$ cat config.mk
export PLATFORM = sky130hd
export DESIGN_NAME = vscale_fregfile_wb
export DESIGN_NICKNAME = d
export VERILOG_FILES = /design/src/rtl/vscale_fregfile_wb.sv
export SDC_FILE = /design/constraint.sdc
export NUM_CORES = 1
export LEC_CHECK = 0
export ABC_AREA = 1
export CORE_ASPECT_RATIO = 1.75
export CORE_UTILIZATION = 49
export DETAILED_ROUTE_END_ITERATION = 10
export PLACE_DENSITY = 0.85
export SYNTH_ARGS = -nofsm -noshare
export SYNTH_HDL_FRONTEND = slang
export SYNTH_SLANG_ARGS = --single-unit
$ cat constraint.sdc
create_clock -name i_clk -period 4.2 [get_ports i_clk]
set_input_delay 0.63 -clock i_clk [delete_from_list [all_inputs] [get_ports i_clk]]
set_output_delay 0.63 -clock i_clk [all_outputs]
set_load 0.005 [all_outputs]
$ cat src/rtl/vscale_fregfile_wb.sv
// FP register-file write-side controller: merges EX single-cycle results and FPU responses onto one write port.
// Result reaches the array one cycle after selection; a colliding FPU result parks in a skid register (ready low while full).
module vscale_fregfile_wb #(
    parameter int XLEN         = 32,
    parameter int STARVE_LIMIT = 4
) (
    input  logic            i_clk,
    input  logic            i_reset,
    input  logic            i_issue_valid,
    input  logic            i_issue_multi,
    input  logic [4:0]      i_issue_rd,
    input  logic            i_issue_rd_en,
    input  logic [2:0]      i_issue_rs_en,
    input  logic [4:0]      i_ra1,
    input  logic [4:0]      i_ra2,
    input  logic [4:0]      i_ra3,
    output logic            o_stall_issue,
    input  logic            i_ex_valid,
    input  logic [4:0]      i_ex_rd,
    input  logic [XLEN-1:0] i_ex_data,
    output logic            o_ex_stall,
    input  logic            i_fpu_resp_valid,
    input  logic [4:0]      i_fpu_resp_rd,
    input  logic [XLEN-1:0] i_fpu_resp_data,
    output logic            o_fpu_resp_ready,
    output logic            o_wen,
    output logic [4:0]      o_wa,
    output logic [XLEN-1:0] o_wd,
    output logic [1:0]      o_bypass_rs1,
    output logic [1:0]      o_bypass_rs2,
    output logic [1:0]      o_bypass_rs3,
    output logic [XLEN-1:0] o_bypass_data0,
    output logic [XLEN-1:0] o_bypass_data1
);

    localparam int CW = $clog2(STARVE_LIMIT + 1);
    localparam logic [CW-1:0] LIMIT_M1 = CW'(STARVE_LIMIT - 1);

    logic            r_wb_valid;
    logic [4:0]      r_wb_rd;
    logic [XLEN-1:0] r_wb_data;
    logic            r_skid_valid;
    logic [4:0]      r_skid_rd;
    logic [XLEN-1:0] r_skid_data;
    logic [31:0]     r_pending;
    logic [CW-1:0]   r_starve_cnt;
    logic            r_ex_stall;

    logic            w_fpu_fire;
    logic            w_ex_take;
    logic            w_skid_drain;
    logic            w_skid_lose;
    logic            w_skid_load;
    logic            w_wb_valid_nxt;
    logic [4:0]      w_wb_rd_nxt;
    logic [XLEN-1:0] w_wb_data_nxt;
    logic            w_raw_hazard;
    logic            w_issue_set;
    logic [31:0]     w_pending_nxt;

    assign w_fpu_fire   = i_fpu_resp_valid & ~r_skid_valid;
    assign w_ex_take    = i_ex_valid & ~r_ex_stall;
    assign w_skid_drain = r_skid_valid & ~w_ex_take;
    assign w_skid_lose  = r_skid_valid & w_ex_take;

    always_comb begin
        w_wb_valid_nxt = 1'b0;
        w_wb_rd_nxt    = r_wb_rd;
        w_wb_data_nxt  = r_wb_data;
        w_skid_load    = 1'b0;
        if (r_ex_stall && r_skid_valid) begin
            w_wb_valid_nxt = 1'b1;
            w_wb_rd_nxt    = r_skid_rd;
            w_wb_data_nxt  = r_skid_data;
        end else if (w_ex_take) begin
            w_wb_valid_nxt = 1'b1;
            w_wb_rd_nxt    = i_ex_rd;
            w_wb_data_nxt  = i_ex_data;
            w_skid_load    = w_fpu_fire;
        end else if (r_skid_valid) begin
            w_wb_valid_nxt = 1'b1;
            w_wb_rd_nxt    = r_skid_rd;
            w_wb_data_nxt  = r_skid_data;
        end else if (w_fpu_fire) begin
            w_wb_valid_nxt = 1'b1;
            w_wb_rd_nxt    = i_fpu_resp_rd;
            w_wb_data_nxt  = i_fpu_resp_data;
        end
    end

    always_ff @(posedge i_clk or posedge i_reset) begin
        if (i_reset) begin
            r_wb_valid <= 1'b0;
            r_wb_rd    <= '0;
            r_wb_data  <= '0;
        end else begin
            r_wb_valid <= w_wb_valid_nxt;
            r_wb_rd    <= w_wb_rd_nxt;
            r_wb_data  <= w_wb_data_nxt;
        end
    end

    always_ff @(posedge i_clk or posedge i_reset) begin
        if (i_reset) begin
            r_skid_valid <= 1'b0;
            r_skid_rd    <= '0;
            r_skid_data  <= '0;
        end else if (w_skid_load) begin
            r_skid_valid <= 1'b1;
            r_skid_rd    <= i_fpu_resp_rd;
            r_skid_data  <= i_fpu_resp_data;
        end else if (w_skid_drain) begin
            r_skid_valid <= 1'b0;
        end
    end

    // Stall EX for one cycle once the parked result has lost STARVE_LIMIT times.
    always_ff @(posedge i_clk or posedge i_reset) begin
        if (i_reset) begin
            r_starve_cnt <= '0;
            r_ex_stall   <= 1'b0;
        end else if (w_skid_drain) begin
            r_starve_cnt <= '0;
            r_ex_stall   <= 1'b0;
        end else if (w_skid_lose) begin
            r_starve_cnt <= r_starve_cnt + CW'(1);
            r_ex_stall   <= (r_starve_cnt == LIMIT_M1);
        end
    end

    assign w_raw_hazard = (i_issue_rs_en[0] & r_pending[i_ra1]) |
                          (i_issue_rs_en[1] & r_pending[i_ra2]) |
                          (i_issue_rs_en[2] & r_pending[i_ra3]);
    assign o_stall_issue = i_issue_valid &
                           (w_raw_hazard | (i_issue_rd_en & r_pending[i_issue_rd]));
    assign w_issue_set = i_issue_valid & ~o_stall_issue & i_issue_multi & i_issue_rd_en;

    // Set is applied after clear so a same-cycle reissue of the same rd stays pending.
    always_comb begin
        w_pending_nxt = r_pending;
        if (w_fpu_fire)
            w_pending_nxt[i_fpu_resp_rd] = 1'b0;
        if (w_issue_set)
            w_pending_nxt[i_issue_rd] = 1'b1;
    end

    always_ff @(posedge i_clk or posedge i_reset) begin
        if (i_reset)
            r_pending <= '0;
        else
            r_pending <= w_pending_nxt;
    end

    function automatic logic [1:0] f_bypass_sel(input logic [4:0] ra, input logic wb_v,
                                                input logic [4:0] wb_rd, input logic sk_v,
                                                input logic [4:0] sk_rd);
        logic [1:0] sel;
        sel[1] = sk_v & (ra == sk_rd);
        sel[0] = wb_v & (ra == wb_rd) & ~sel[1];
        return sel;
    endfunction

    assign o_bypass_rs1 = f_bypass_sel(i_ra1, r_wb_valid, r_wb_rd, r_skid_valid, r_skid_rd);
    assign o_bypass_rs2 = f_bypass_sel(i_ra2, r_wb_valid, r_wb_rd, r_skid_valid, r_skid_rd);
    assign o_bypass_rs3 = f_bypass_sel(i_ra3, r_wb_valid, r_wb_rd, r_skid_valid, r_skid_rd);

    assign o_ex_stall       = r_ex_stall;
    assign o_fpu_resp_ready = ~r_skid_valid;
    assign o_wen            = r_wb_valid;
    assign o_wa             = r_wb_rd;
    assign o_wd             = r_wb_data;
    assign o_bypass_data0   = r_wb_data;
    assign o_bypass_data1   = r_skid_data;

endmodule

==> metrics.cfg <==
[power_and_ir_drop]
p_comb_share_pct = 21.8
p_int_mw = 1.86
peakVddDrop_v = 0.000268
powerDensity_nw_per_um2 = 279
p_leak_nw = 4.29
netSwitchingPower_mw = 0.808
switching_share_pct = 30.3
p_seq_share_pct = 46.6
p_clk_share_pct = 31.7

[sta]
period_share_pct = 85.9
holdWs_ns = 0.503
worst_pin_slew_ns = 1.13
hold_viol = 0
slew-limit-headroom_pct = 24.6
fin_skew_ns = 0.00997
clock.fmax_mhz = 277
grt_setup_unrepaired = no
setup_viol_count_final = 0
tns_ns = 0
drv_slew = 0
fin_crit_ns = 3.61

[final_layout]
fin_area_sq_um = 9570
fin_nets = 1263
diodes = 0
finalNonFillerCells = 1342
syn2layout_area_growth_pct = 30.7
drive_gt1_share_pct = 7.14

[worst_setup_path]
critical_path_class = in -> out
worst_setup_path_start_kind = input port
cp_common_cell = nand2_1
r2r_slack_ns = 1.76
r2r-end = o_bypass_data0[3]
cp-startpoint = i_issue_rd[0]
critPathCaptureType = primary output
crit_chain = clkdlybuf4s50_1 > buf_4 > nand2_1 > nand2_1 > nand2_1 > nand3_1 > nand2_1 > nand2_1 > nor2_2 > nand2_1 > nand2_2 > nand2_4 > nor2_8 > nor2_1 > clkdlybuf4s50_1
slowest_delay_ns = 0.83
worstPathMaxFanout = 13
crit_buf_inv = 3
endpoint = o_stall_issue
crit_family = buffers and inverters
required_ns = 3.57
critPathSlowestCell = clkdlybuf4s50_1
reg2reg_depth = 6
cp.depth = 15
timing.rr.start = r_skid_valid
worstPathArrival_ns = 2.98

[die]
die-area_sq_um = 15500
io_pins = 215
initial_utilization_pct = 50.4
die_h_um = 164
die_w_um = 94.4
core_sq_um = 14500
std_cell_rows = 58

[yosys]
synth_area_leaders = dfrtp_1 38%, nand2_1 12%, nand3_1 7.7%
synth_warnings = 0
synthFlopType = dfrtp_1
synth.cell_area_sq_um = 7320
netlist_instances = 1001
ys_ff_latch = 112
synth-edff-count = 0
syn_area_per_cell_sq_um = 7.31
yosysUniqueCellTypes = 43
synthesis.nets = 1107
synthArstFlopShare_pct = 100
seq_area_frac_synth_pct = 38.3
synth_area_leader_cell = dfrtp_1
synth_top_area_share_pct = 38.3

[grt]
overflow = 0
track_usage_pct = 34.4
grt_pass1_vias = 7484
grt_pass1_wl_um = 40100
antenna_found_initial = 0
grt_max_degree = 74

[clocking]
cts_tree = yes
cts.sinks = 112
cts_setup_buffers = 0
clk_path_buf_depth = 2
cts_root_buf = clkbuf_16
htree_num_levels = 3
cts_resized = 0
clk_pin_slew_ns = 0.07
insertion_delay_ns = 0.35
numCtsBuffers = 9
hold_buffers = 0

[status]
status = completed

[placed_design]
place_hpwl_um = 18900
dp_cells = 1326
place_area_sq_um = 9280
io_buffers = 214
gp_congestion = 0.971

[job]
maxCapViolCount = 0

[worst_hold_path]
hold_class = reg -> reg

[detailed_routing]
routed_wl_um = 26000
via_per_inst = 5.76
dr.pass1.iters = 7
drt_iter0_markers = 491
drc_errors = 0
vias = 7726
routedWlPerCell_um = 19.3
detail-route-antenna-nets = 0

cell families after synthesis:
group,after synthesis,share of synthesized area (%)
AND/OR/NAND/NOR,483,30.6
flip-flops,112,38.3
XOR/XNOR,8,0.957
adder cells (fa/ha/maj),2,0.342
buffers and inverters,168,12.1
AO/OA/AOI/OAI,228,17.7
cell usage in the layout (no fill, tap or decap), types with 2 or more instances in the layout:
cell type / n
o21ai_0: 92
xnor2_1: 5
inv_4: 2
nand4_1: 7
nand2_1: 234
nand3_2: 31
clkinv_1: 4
clkbuf_16: 9
xor2_1: 3
inv_6: 2
nor3_1: 10
dfrtp_1: 111
nor4_1: 4
nand2_2: 2
a21o_1: 14
nand3_1: 113
o22ai_1: 10
clkinv_4: 2
o211ai_1: 3
nand3b_1: 3
o221ai_1: 5
buf_4: 19
a211oi_1: 3
clkdlybuf4s50_1: 214
a221oi_1: 14
inv_2: 4
nor2_1: 72
o2111ai_1: 2
a21oi_1: 81
inv_1: 68
ha_1: 2
nor2_2: 2
cell usage after synthesis (10+ instances only):
| master | number |
|---|---|
| a21o_1 | 14 |
| a21oi_1 | 81 |
| a221oi_1 | 14 |
| buf_4 | 37 |
| clkbuf_1 | 34 |
| dfrtp_1 | 112 |
| inv_1 | 69 |
| nand2_1 | 235 |
| nand3_1 | 113 |
| nand3_2 | 31 |
| nor2_1 | 72 |
| nor3_1 | 10 |
| o21ai_0 | 92 |
| o22ai_1 | 10 |
power groups by stage:
| stage | logic [mW] | clock network [mW] | registers, mW |
|---|---|---|---|
| finish | 0.580 | 0.845 | 1.24 |
| global route | 0.632 | 0.900 | 1.24 |
| CTS | 0.580 | 0.858 | 1.24 |
| detailed placement | 0.578 | 0 | 1.26 |
| global placement | 0.571 | 0 | 1.26 |
| floorplan | 0.325 | 0 | 1.21 |
worst min-delay path by stage:
stage / start / endpoint / slack (ns) / cells past startpoint
after floorplan: r_starve_cnt[0] / r_starve_cnt[0] / 0.46 / 1
after global placement: o_bypass_data0[14] / o_bypass_data0[14] / 0.49 / 1
after detailed placement: r_starve_cnt[0] / r_starve_cnt[0] / 0.49 / 1
after CTS: r_starve_cnt[0] / r_starve_cnt[0] / 0.50 / 1
after global routing: r_starve_cnt[0] / r_starve_cnt[0] / 0.52 / 1
final: o_bypass_data0[14] / o_bypass_data0[14] / 0.50 / 1
metrics by stage:
stage          util [%]  power [mW]  setup WS (ns)
6_report           65.9        2.67          0.592
3_5_place_dp       63.9        1.83          0.607
4_1_cts            65.9        2.67          0.600
2_1_floorplan         -        1.53          0.611
5_1_grt            65.9        2.78          0.426
3_3_place_gp       63.9        1.83          0.570
routing by layer:
metal  GRT usage, %  routed length, um  part of all wire [%]  up-vias
li1               -                  -                     -     3644
met1           37.6               8920                    34     3619
met2           59.2              13200                    51      374
met3           7.18               2050                   7.9       89
met4           22.0               1810                   7.0        0
met5              0                  0                     0        -
final cells by class:
class	instances	area, sq um
Clock inverter	6	55.1
Inverter	79	307
Sequential cell	112	2800
Tap cell	180	225
Timing Repair Buffer	234	2300
Multi-Input combinational cell	721	3630
Clock buffer	10	239
Fill cell	1259	4940
registers in the layout, indices dropped and copies added, names as in the netlist:
signal / cells
o_bypass_data0: 32
o_bypass_data1: 32
r_pending: 32
o_wa: 5
r_skid_rd: 5
r_starve_cnt: 3
o_ex_stall: 1
o_wen: 1
r_skid_valid: 1
Note: power is estimated with default switching activity, not from simulation.
